### config.mk
export PLATFORM = sky130hd
export DESIGN_NAME = manchester_rx_arbiter
export DESIGN_NICKNAME = d
export VERILOG_FILES = /design/src/rtl/manchester_pkg.sv /design/src/rtl/manchester_rr_arbiter.sv /design/src/rtl/manchester_rx_arbiter.sv
export SDC_FILE = /design/constraint.sdc
export NUM_CORES = 1
export LEC_CHECK = 0
export ABC_CLOCK_PERIOD_IN_PS = 6600
export BUFFER_PORTS_ARGS = -buffer_cell sky130_fd_sc_hd__buf_2
export CORE_MARGIN = 5
export CORE_UTILIZATION = 60
export CTS_BUF_LIST = sky130_fd_sc_hd__clkbuf_8
export DETAILED_ROUTE_END_ITERATION = 12
export PLACE_DENSITY = 0.95
export SETUP_SLACK_MARGIN = 0.1
export SLEW_MARGIN = 30
export SYNTH_ARGS = -nofsm -noshare
export SYNTH_HDL_FRONTEND = slang
export SYNTH_SLANG_ARGS = --single-unit
### constraint.sdc
create_clock -name aclk -period 6.6 [get_ports aclk]
set_input_delay 0.99 -clock aclk [delete_from_list [all_inputs] [get_ports aclk]]
set_output_delay 0.99 -clock aclk [all_outputs]
set_load 0.02 [all_outputs]
### src/rtl/manchester_pkg.sv
// Types and constants shared by the Manchester receive path (decoder lanes and arbiter).
package manchester_pkg;

  typedef enum logic {
    IDLE  = 1'b0,
    GRANT = 1'b1
  } arb_state_e;

  // Wide enough for frames of up to 511 bytes; the decoder uses the same width.
  localparam int BYTE_CNT_W = 9;

  function automatic int lane_w(input int n);
    return (n <= 2) ? 1 : $clog2(n);
  endfunction

endpackage

### src/rtl/manchester_rr_arbiter.sv
// Combinational round-robin search: first asserted request at or above ptr, wrapping.
module manchester_rr_arbiter
  import manchester_pkg::*;
#(
  parameter  int NUM_LANES = 4,
  localparam int LANE_W    = lane_w(NUM_LANES)
) (
  input  logic [NUM_LANES-1:0] req,
  input  logic [LANE_W-1:0]    ptr,
  output logic [NUM_LANES-1:0] gnt_onehot,
  output logic [LANE_W-1:0]    gnt_idx,
  output logic                 gnt_valid
);

  int lane;

  always_comb begin
    gnt_onehot = '0;
    gnt_idx    = '0;
    gnt_valid  = 1'b0;
    lane       = 0;
    for (int i = 0; i < NUM_LANES; i++) begin
      lane = int'(ptr) + i;
      if (lane >= NUM_LANES) lane = lane - NUM_LANES;
      if (!gnt_valid && req[lane]) begin
        gnt_valid        = 1'b1;
        gnt_onehot[lane] = 1'b1;
        gnt_idx          = LANE_W'(lane);
      end
    end
  end

endmodule

### src/rtl/manchester_rx_arbiter.sv
// Frame-level round-robin arbiter: forwards whole FRAME_SIZE-byte frames from one decoder
// lane at a time onto a single byte-wide AXI-Stream, aborting frames that stall too long.
module manchester_rx_arbiter
  import manchester_pkg::*;
#(
  parameter  int NUM_LANES      = 4,
  parameter  int FRAME_SIZE     = 64,
  parameter  int TIMEOUT_CYCLES = 4096,
  localparam int LANE_W         = lane_w(NUM_LANES)
) (
  input  logic                   aclk,
  input  logic                   aresetn,
  input  logic [NUM_LANES-1:0]   lane_enable,
  input  logic [8*NUM_LANES-1:0] s_axis_tdata,
  input  logic [NUM_LANES-1:0]   s_axis_tvalid,
  output logic [NUM_LANES-1:0]   s_axis_tready,
  output logic [7:0]             m_axis_tdata,
  output logic                   m_axis_tvalid,
  input  logic                   m_axis_tready,
  output logic                   m_axis_tlast,
  output logic [LANE_W-1:0]      m_axis_tid,
  output logic                   frame_abort,
  output logic [15:0]            abort_count,
  output logic                   busy
);

  localparam int TO_W = (TIMEOUT_CYCLES <= 2) ? 1 : $clog2(TIMEOUT_CYCLES);
  localparam logic [BYTE_CNT_W-1:0] LAST_BYTE = BYTE_CNT_W'(FRAME_SIZE - 1);
  localparam logic [TO_W-1:0]       TO_LAST   = TO_W'(TIMEOUT_CYCLES - 1);
  localparam logic [LANE_W-1:0]     MAX_LANE  = LANE_W'(NUM_LANES - 1);

  arb_state_e            state_q, state_d;
  logic [LANE_W-1:0]     rr_ptr_q, rr_ptr_d;
  logic [LANE_W-1:0]     grant_q, grant_d;
  logic [NUM_LANES-1:0]  grant_oh_q, grant_oh_d;
  logic [BYTE_CNT_W-1:0] byte_cnt_q, byte_cnt_d;
  logic [TO_W-1:0]       timeout_q, timeout_d;
  logic [7:0]            tdata_q, tdata_d;
  logic                  tvalid_q, tvalid_d;
  logic                  tlast_q, tlast_d;
  logic [LANE_W-1:0]     tid_q, tid_d;
  logic                  abort_q, abort_d;
  logic [15:0]           abort_cnt_q, abort_cnt_d;

  logic [NUM_LANES-1:0]  arb_oh;
  logic [LANE_W-1:0]     arb_idx;
  logic                  arb_valid;
  logic                  ready_en;
  logic                  accept;
  logic [7:0]            sel_data;
  logic [LANE_W-1:0]     next_ptr;

  manchester_rr_arbiter #(
    .NUM_LANES (NUM_LANES)
  ) u_rr (
    .req        (s_axis_tvalid & lane_enable),
    .ptr        (rr_ptr_q),
    .gnt_onehot (arb_oh),
    .gnt_idx    (arb_idx),
    .gnt_valid  (arb_valid)
  );

  // The single output register can take a new byte whenever it is empty or draining.
  assign ready_en      = (state_q == GRANT) && (!tvalid_q || m_axis_tready);
  assign s_axis_tready = grant_oh_q & {NUM_LANES{ready_en}};
  assign accept        = |(s_axis_tvalid & s_axis_tready);
  assign next_ptr      = (grant_q == MAX_LANE) ? '0 : grant_q + LANE_W'(1);

  always_comb begin
    sel_data = '0;
    for (int i = 0; i < NUM_LANES; i++) begin
      if (grant_oh_q[i]) sel_data = s_axis_tdata[8*i +: 8];
    end
  end

  always_comb begin
    state_d     = state_q;
    rr_ptr_d    = rr_ptr_q;
    grant_d     = grant_q;
    grant_oh_d  = grant_oh_q;
    byte_cnt_d  = byte_cnt_q;
    timeout_d   = timeout_q;
    tdata_d     = tdata_q;
    tvalid_d    = tvalid_q;
    tlast_d     = tlast_q;
    tid_d       = tid_q;
    abort_d     = 1'b0;
    abort_cnt_d = abort_cnt_q;

    if (tvalid_q && m_axis_tready) begin
      tvalid_d = 1'b0;
      tlast_d  = 1'b0;
    end
    if (accept) begin
      tdata_d  = sel_data;
      tid_d    = grant_q;
      tvalid_d = 1'b1;
      tlast_d  = (byte_cnt_q == LAST_BYTE);
    end

    case (state_q)
      IDLE: begin
        if (arb_valid) begin
          state_d    = GRANT;
          grant_d    = arb_idx;
          grant_oh_d = arb_oh;
          byte_cnt_d = '0;
          timeout_d  = '0;
        end
      end
      GRANT: begin
        // An accept always beats the timeout, so a frame's final byte can never be aborted.
        if (accept) begin
          timeout_d = '0;
          if (byte_cnt_q == LAST_BYTE) begin
            byte_cnt_d = '0;
            rr_ptr_d   = next_ptr;
            state_d    = IDLE;
          end else begin
            byte_cnt_d = byte_cnt_q + BYTE_CNT_W'(1);
          end
        end else if (timeout_q == TO_LAST) begin
          abort_d    = 1'b1;
          byte_cnt_d = '0;
          timeout_d  = '0;
          rr_ptr_d   = next_ptr;
          state_d    = IDLE;
          if (abort_cnt_q != 16'hFFFF) abort_cnt_d = abort_cnt_q + 16'd1;
        end else begin
          timeout_d = timeout_q + TO_W'(1);
        end
      end
      default: state_d = IDLE;
    endcase
  end

  always_ff @(posedge aclk) begin
    if (!aresetn) begin
      state_q     <= IDLE;
      rr_ptr_q    <= '0;
      grant_q     <= '0;
      grant_oh_q  <= '0;
      byte_cnt_q  <= '0;
      timeout_q   <= '0;
      tdata_q     <= '0;
      tvalid_q    <= 1'b0;
      tlast_q     <= 1'b0;
      tid_q       <= '0;
      abort_q     <= 1'b0;
      abort_cnt_q <= '0;
    end else begin
      state_q     <= state_d;
      rr_ptr_q    <= rr_ptr_d;
      grant_q     <= grant_d;
      grant_oh_q  <= grant_oh_d;
      byte_cnt_q  <= byte_cnt_d;
      timeout_q   <= timeout_d;
      tdata_q     <= tdata_d;
      tvalid_q    <= tvalid_d;
      tlast_q     <= tlast_d;
      tid_q       <= tid_d;
      abort_q     <= abort_d;
      abort_cnt_q <= abort_cnt_d;
    end
  end

  assign m_axis_tdata  = tdata_q;
  assign m_axis_tvalid = tvalid_q;
  assign m_axis_tlast  = tlast_q;
  assign m_axis_tid    = tid_q;
  assign frame_abort   = abort_q;
  assign abort_count   = abort_cnt_q;
  assign busy          = (state_q == GRANT);

endmodule

# Yosys cells after proc, flatten, opt, wreduce, memory -nomap -nowiden
# Index checks and enable logic that the tools add are counted.
# classes
add_sub_neg,11
reduce_logical,22
eq_ne,7
n_bitwise,9
n_mux,62
order_cmp,12
# ops
cell,count
$ge 32x1->1 const B,4
$lt 32x4->1 const B,4
$mux 32,4
$ge 32x4->1 const B,3
$sub 32x4->32 const B,3
$mux 12,3
$mux 9,4
$mux 8,4
$mux 1,24
$pmux 12 s2,1
$pmux 9 s2,1
$add 16x1->16 const B,1
$mux 2,8
$mux 4,4
$ne 16x16->1 const B,1
$add 12x1->12 const B,1
$and 4x4->4,3
$eq 12x12->1 const B,1
$or 4x4->4,3
$add 9x1->9 const B,1
$eq 9x6->1 const B,1
$logic_and 1x1->1,9
$bmux 1 s2,4
$demux 1 s2,4
other kinds (19),27
# word_totals
register_bits,59
out_inout_bits,34
word_cells,135

# Depth between registers and ports, before layout
# logic_depth
depth_word,17
ltp_mapped,7
mapped_depth_nobuf,7

# Modules after synthesis
# Synthesis repeated with hierarchy kept, for this count alone.
# unflattened
hier_cells,404
hier_area_um2,3395.8
# modules_own_cells
module,n_inst,cells_each,seq_area_each_um2,area_per_inst_um2
manchester_rx_arbiter,1,356,1181.1,2936.6
manchester_rr_arbiter,1,48,0.0,459.2

# Worst setup path after synthesis
# Ideal clock, no wire load.
# synth_timing
path_type,input port to flip-flop
startpoint,input lane_enable[3]
endpoint,register grant_q[0]
required_time_ns,6.474
path_stages,6
setup_ns,0.126
arrival_time_ns,2.333
slack_ns,4.141
cell_sequence,nand2_1 -> clkbuf_1 -> mux4_2 -> nor2b_1 -> a2111oi_0 -> o41ai_1
# synth_between
elab_chain_cells,15
elab_cells_between_ends,28
# synth_lines
element,line,text
"start, declared",manchester_rx_arbiter.sv:13,"input logic [NUM_LANES-1:0] lane_enable,"
$and 4x4->4 *,manchester_rx_arbiter.sv:56,".req (s_axis_tvalid & lane_enable),"
$bmux 1 s2,manchester_rr_arbiter.sv:25,if (!gnt_valid && req[lane]) begin
$mux 1 (implied by the code) (2 in a row),manchester_rr_arbiter.sv:25,
$mux 1,manchester_rr_arbiter.sv:25,
$logic_not 1->1,manchester_rr_arbiter.sv:25,
$logic_and 1x1->1,manchester_rr_arbiter.sv:25,
$mux 1,manchester_rr_arbiter.sv:25,
$logic_not 1->1,manchester_rr_arbiter.sv:25,
$logic_and 1x1->1,manchester_rr_arbiter.sv:25,
$mux 1,manchester_rr_arbiter.sv:25,
$logic_not 1->1,manchester_rr_arbiter.sv:25,
$logic_and 1x1->1,manchester_rr_arbiter.sv:25,
$mux 1,manchester_rr_arbiter.sv:25,
$reduce_and 2->1 (no source line),-,
"end signal, assigned",manchester_rx_arbiter.sv:154,grant_q <= grant_d;
"end, declared",manchester_rx_arbiter.sv:34,"logic [LANE_W-1:0] grant_q, grant_d;"
# Mark *: on every way between the ends. The rest lies on a longest branch, timed or not. The select of a mux whose other input is x is not followed.
# A chain may end at the register's enable or synchronous reset.

# Worst setup path after layout
# layout_timing
startpoint,input s_axis_tvalid[0]
endpoint,register timeout_q[11]
# layout_between
elab_chain_cells,15
elab_cells_between_ends,28
# layout_lines
element,line,text
"start, declared",manchester_rx_arbiter.sv:15,"input logic [NUM_LANES-1:0] s_axis_tvalid,"
$and 4x4->4,manchester_rx_arbiter.sv:56,
$bmux 1 s2,manchester_rr_arbiter.sv:25,
$mux 1 (implied by the code) (2 in a row),manchester_rr_arbiter.sv:25,
$mux 1,manchester_rr_arbiter.sv:25,
$logic_not 1->1,manchester_rr_arbiter.sv:25,
$logic_and 1x1->1,manchester_rr_arbiter.sv:25,
$mux 1,manchester_rr_arbiter.sv:25,
$logic_not 1->1,manchester_rr_arbiter.sv:25,
$logic_and 1x1->1,manchester_rr_arbiter.sv:25,
$mux 1,manchester_rr_arbiter.sv:25,
$logic_not 1->1,manchester_rr_arbiter.sv:25,
$logic_and 1x1->1,manchester_rr_arbiter.sv:25,
$mux 1,manchester_rr_arbiter.sv:25,
$ne 2x2->1 (no source line),-,
"end signal, assigned",manchester_rx_arbiter.sv:157,timeout_q <= timeout_d;
"end, declared",manchester_rx_arbiter.sv:37,"logic [TO_W-1:0] timeout_q, timeout_d;"
# Several ways; a longest one is shown, not always the timed one. The select of a mux whose other input is x is not followed.

==> out/qor.csv <==
stage,metric,value,unit
outcome,status,completed,
logic_synthesis,ys_seq_elements,59,
routing,initialDrtViolationCount,294,
sta,clock_skew,0.00887,ns
logic_synthesis,ys_types,49,
clock_network,cts.repair.resized,0,
sta,timing.final.crit_share,0.454,
setup_path,rr_startpoint,rr_ptr_q[0]$_SDFFE_PN0P_,
finish,area_growth,17.0,%
placement,io_buffers,76,
setup_path,critPathLaunch,s_axis_tvalid[0],
power_and_ir_drop,ir_drop,0.000133,V
worst_hold_path,hp-class,flop to flop,
finish,num_antenna_cells,0,
flow_run,drv_cap,0,
finish,final_cell_area,3980,um^2
setup_path,critPathArrivalTime,3.27,ns
logic_synthesis,synthArstFlopShare,0,
sta,setup_tns,0,ns
finish,final_common_cell,buf_2,
setup_path,r2r_end,grant_q[0]$_SDFFE_PN0P_,
sta,tightest_slew,1.01,ns
sta,max_slew_margin,0.316,
die,start_util,0.618,
sta,fmax,334,MHz
logic_synthesis,syn_area,3400,um^2
logic_synthesis,yosys.area.top_type,dfxtp_1,
routing,top_layer,met4,
routing,dr.pass1.iters,6,
clock_network,clk_pin_slew,0.06,ns
routing,drc,0,
logic_synthesis,avgSynthCellArea,8.05,um^2
logic_synthesis,yosys.area.top_type_share,0.347,
sta,hold_viol_final,0,
finish,drive_above_1_share,0.204,
power_and_ir_drop,switching_power,0.224,mW
sta,setup_ws,3.61,ns
power_and_ir_drop,powerDensity,210,nW/um^2
placement,dp_cells,548,
logic_synthesis,synth_seq_area_share,0.347,
clock_network,cts_tree,done,
clock_network,root_buffer,clkbuf_8,
setup_path,endpoint,timeout_q[11]$_SDFFE_PN0P_,
logic_synthesis,synth_enable_flop_cells,0,
die,die_w,85.3,um
setup_path,cp-end-kind,flop,
power_and_ir_drop,p_sw_frac,0.268,
placement,place_ws,3.10,ns
clock_network,post_cts_buffers,0,
routing,viasPerCell,6.45,
setup_path,reg2reg_depth,6,
global_routing,first_global_vias,3286,
placement,globalplace.congestion,0.885,
finish,final_cell_mix,"buf_2, dfxtp_1, a21oi_1",
clock_network,clk_latency,0.35,ns
routing,finalWirelength,9340,um
sta,slew_viol_final,0,
clock_network,ctsHoldBuffers,0,
logic_synthesis,yosys_warnings,0,
setup_path,required,6.87,ns
clock_network,cts_max_path_buffers,2,
sta,rsz0062_at_grt,no,
global_routing,grt_overflow,0,
logic_synthesis,synthFlopType,dfxtp_1,
global_routing,grt_max_degree,29,
finish,final_nets,542,
clock_network,clock_sinks,59,
global_routing,grt_pass1_wl,14900,um
logic_synthesis,syn-num-nets,477,
routing,detail-route-antenna-nets,0,
finish,layoutNonFillerInstCount,563,
clock_network,htreeDepth,3,
power_and_ir_drop,p_leak,1.59,nW
global_routing,grt.total_usage,0.253,
power_and_ir_drop,sequentialPowerShare,0.460,
finish,nFillCells,404,
routing,detail_route.wirelength.met1,3690,um
routing,wl_met3,735,um
die,io_pins,77,
die,core_area,5510,um^2
setup_path,start_kind,input pin,
setup_path,critPathMaxFanout,11,
die,dieArea,7280,um^2
placement,placed_area,3780,um^2
global_routing,grt_antenna_before_repair,0,
logic_synthesis,synthCells,423,
routing,dr_wl_met2,4660,um
power_and_ir_drop,pwr-share-clk,0.404,
clock_network,numCtsBuffers,9,
power_and_ir_drop,power_frac_comb,0.136,
logic_synthesis,synthTopCellsByArea,"dfxtp_1, a21oi_1, o21ai_0",
setup_path,ff2ff_setup_slack,3.68,ns
die,rows,27,
setup_path,worstSetupPathType,input pin to flop,
sta,finalSetupViolCount,0,
routing,vias,3633,
sta,fin_crit,2.99,ns
die,fp.dieH,85.3,um
placement,dp_hpwl,6510,um
power_and_ir_drop,p_int,0.611,mW
routing,wl_per_cell,16.6,um
cell type report:
type                       count  area (um^2)  area share
timing repair buffer          77          385      0.0967
inverter                      13         48.8      0.0122
sequential                    59         1180       0.296
tap                           72         90.1      0.0226
multi-input combinational    328         2080       0.522
clock buffer                  12          165      0.0415
clock inverter                 2         35.0     0.00879
power by group through the flow:
stage	Sequential (mW)	Combinational [mW]	Clock, mW
2_1_floorplan	0.389	0.0766	0
4_1_cts	0.384	0.111	0.339
3_3_place_gp	0.390	0.106	0
6_report	0.384	0.113	0.338
3_5_place_dp	0.391	0.110	0
5_1_grt	0.386	0.124	0.365
worst min-delay path by stage:
| stage | cells after the start | slack [ns] | from | end |
|---|---|---|---|---|
| 4_1_cts | 2 | 0.46 | m_axis_tid[0]$_SDFFE_PN0P_ | m_axis_tid[0]$_SDFFE_PN0P_ |
| 3_3_place_gp | 2 | 0.45 | m_axis_tid[1]$_SDFFE_PN0P_ | m_axis_tid[1]$_SDFFE_PN0P_ |
| 2_1_floorplan | 2 | 0.45 | grant_q[1]$_SDFFE_PN0P_ | m_axis_tid[1]$_SDFFE_PN0P_ |
| 3_5_place_dp | 2 | 0.45 | m_axis_tid[0]$_SDFFE_PN0P_ | m_axis_tid[0]$_SDFFE_PN0P_ |
| 6_report | 2 | 0.46 | m_axis_tid[0]$_SDFFE_PN0P_ | m_axis_tid[0]$_SDFFE_PN0P_ |
| 5_1_grt | 2 | 0.48 | m_axis_tid[0]$_SDFFE_PN0P_ | m_axis_tid[0]$_SDFFE_PN0P_ |
cell usage after synthesis, types with 8 or more instances:
| cell | instances |
|---|---|
| dfxtp_1 | 59 |
| a21oi_1 | 47 |
| nand2_1 | 35 |
| o21ai_0 | 33 |
| nor2_1 | 27 |
| nand3_1 | 21 |
| clkbuf_1 | 15 |
| nor3_1 | 15 |
| or3_1 | 14 |
| and3_1 | 12 |
| inv_1 | 12 |
| nand4_1 | 12 |
| ha_1 | 11 |
| nor2b_1 | 11 |
| a31oi_1 | 9 |
| a221oi_1 | 8 |
| buf_2 | 8 |
| xor2_1 | 8 |
critical path, cell delays in order:
cell      delay, ns
buf_2          0.12
a222oi_1       0.75
clkbuf_2       0.30
a21oi_1        0.27
nor3_4         0.40
nand2_1        0.24
a21oi_1        0.19
routing by layer:
layer	up-vias	GRT usage
met5	-	0
met4	0	0.118
met3	25	0.0893
met2	180	0.424
met1	1717	0.288
li1	1711	-
kinds of logic after synthesis:
kind of cell,count (synthesis),share of synthesized area
simple gates,169,0.273
flops,59,0.347
xor+xnor,12,0.0309
buf+inv,36,0.0426
mux,6,0.0287
compound gates,130,0.237
fa+ha+maj,11,0.0404
flip-flops by register name (all words and copies together), names as in the netlist:
signal	count
grant_oh_q	4
m_axis_tvalid	1
timeout_q	12
m_axis_tid	2
byte_cnt_q	9
frame_abort	1
rr_ptr_q	2
grant_q	2
busy	1
m_axis_tdata	8
m_axis_tlast	1
abort_count	16
through the flow:
stage / utilization / hold WS (ns) / power (mW)
finish: 0.723 / 0.458 / 0.835
global route: 0.723 / 0.485 / 0.875
CTS: 0.723 / 0.460 / 0.834
detailed placement: 0.686 / 0.448 / 0.501
global placement: 0.686 / 0.447 / 0.497
floorplan: - / 0.445 / 0.465
Note: power is estimated with default switching activity, not from simulation.
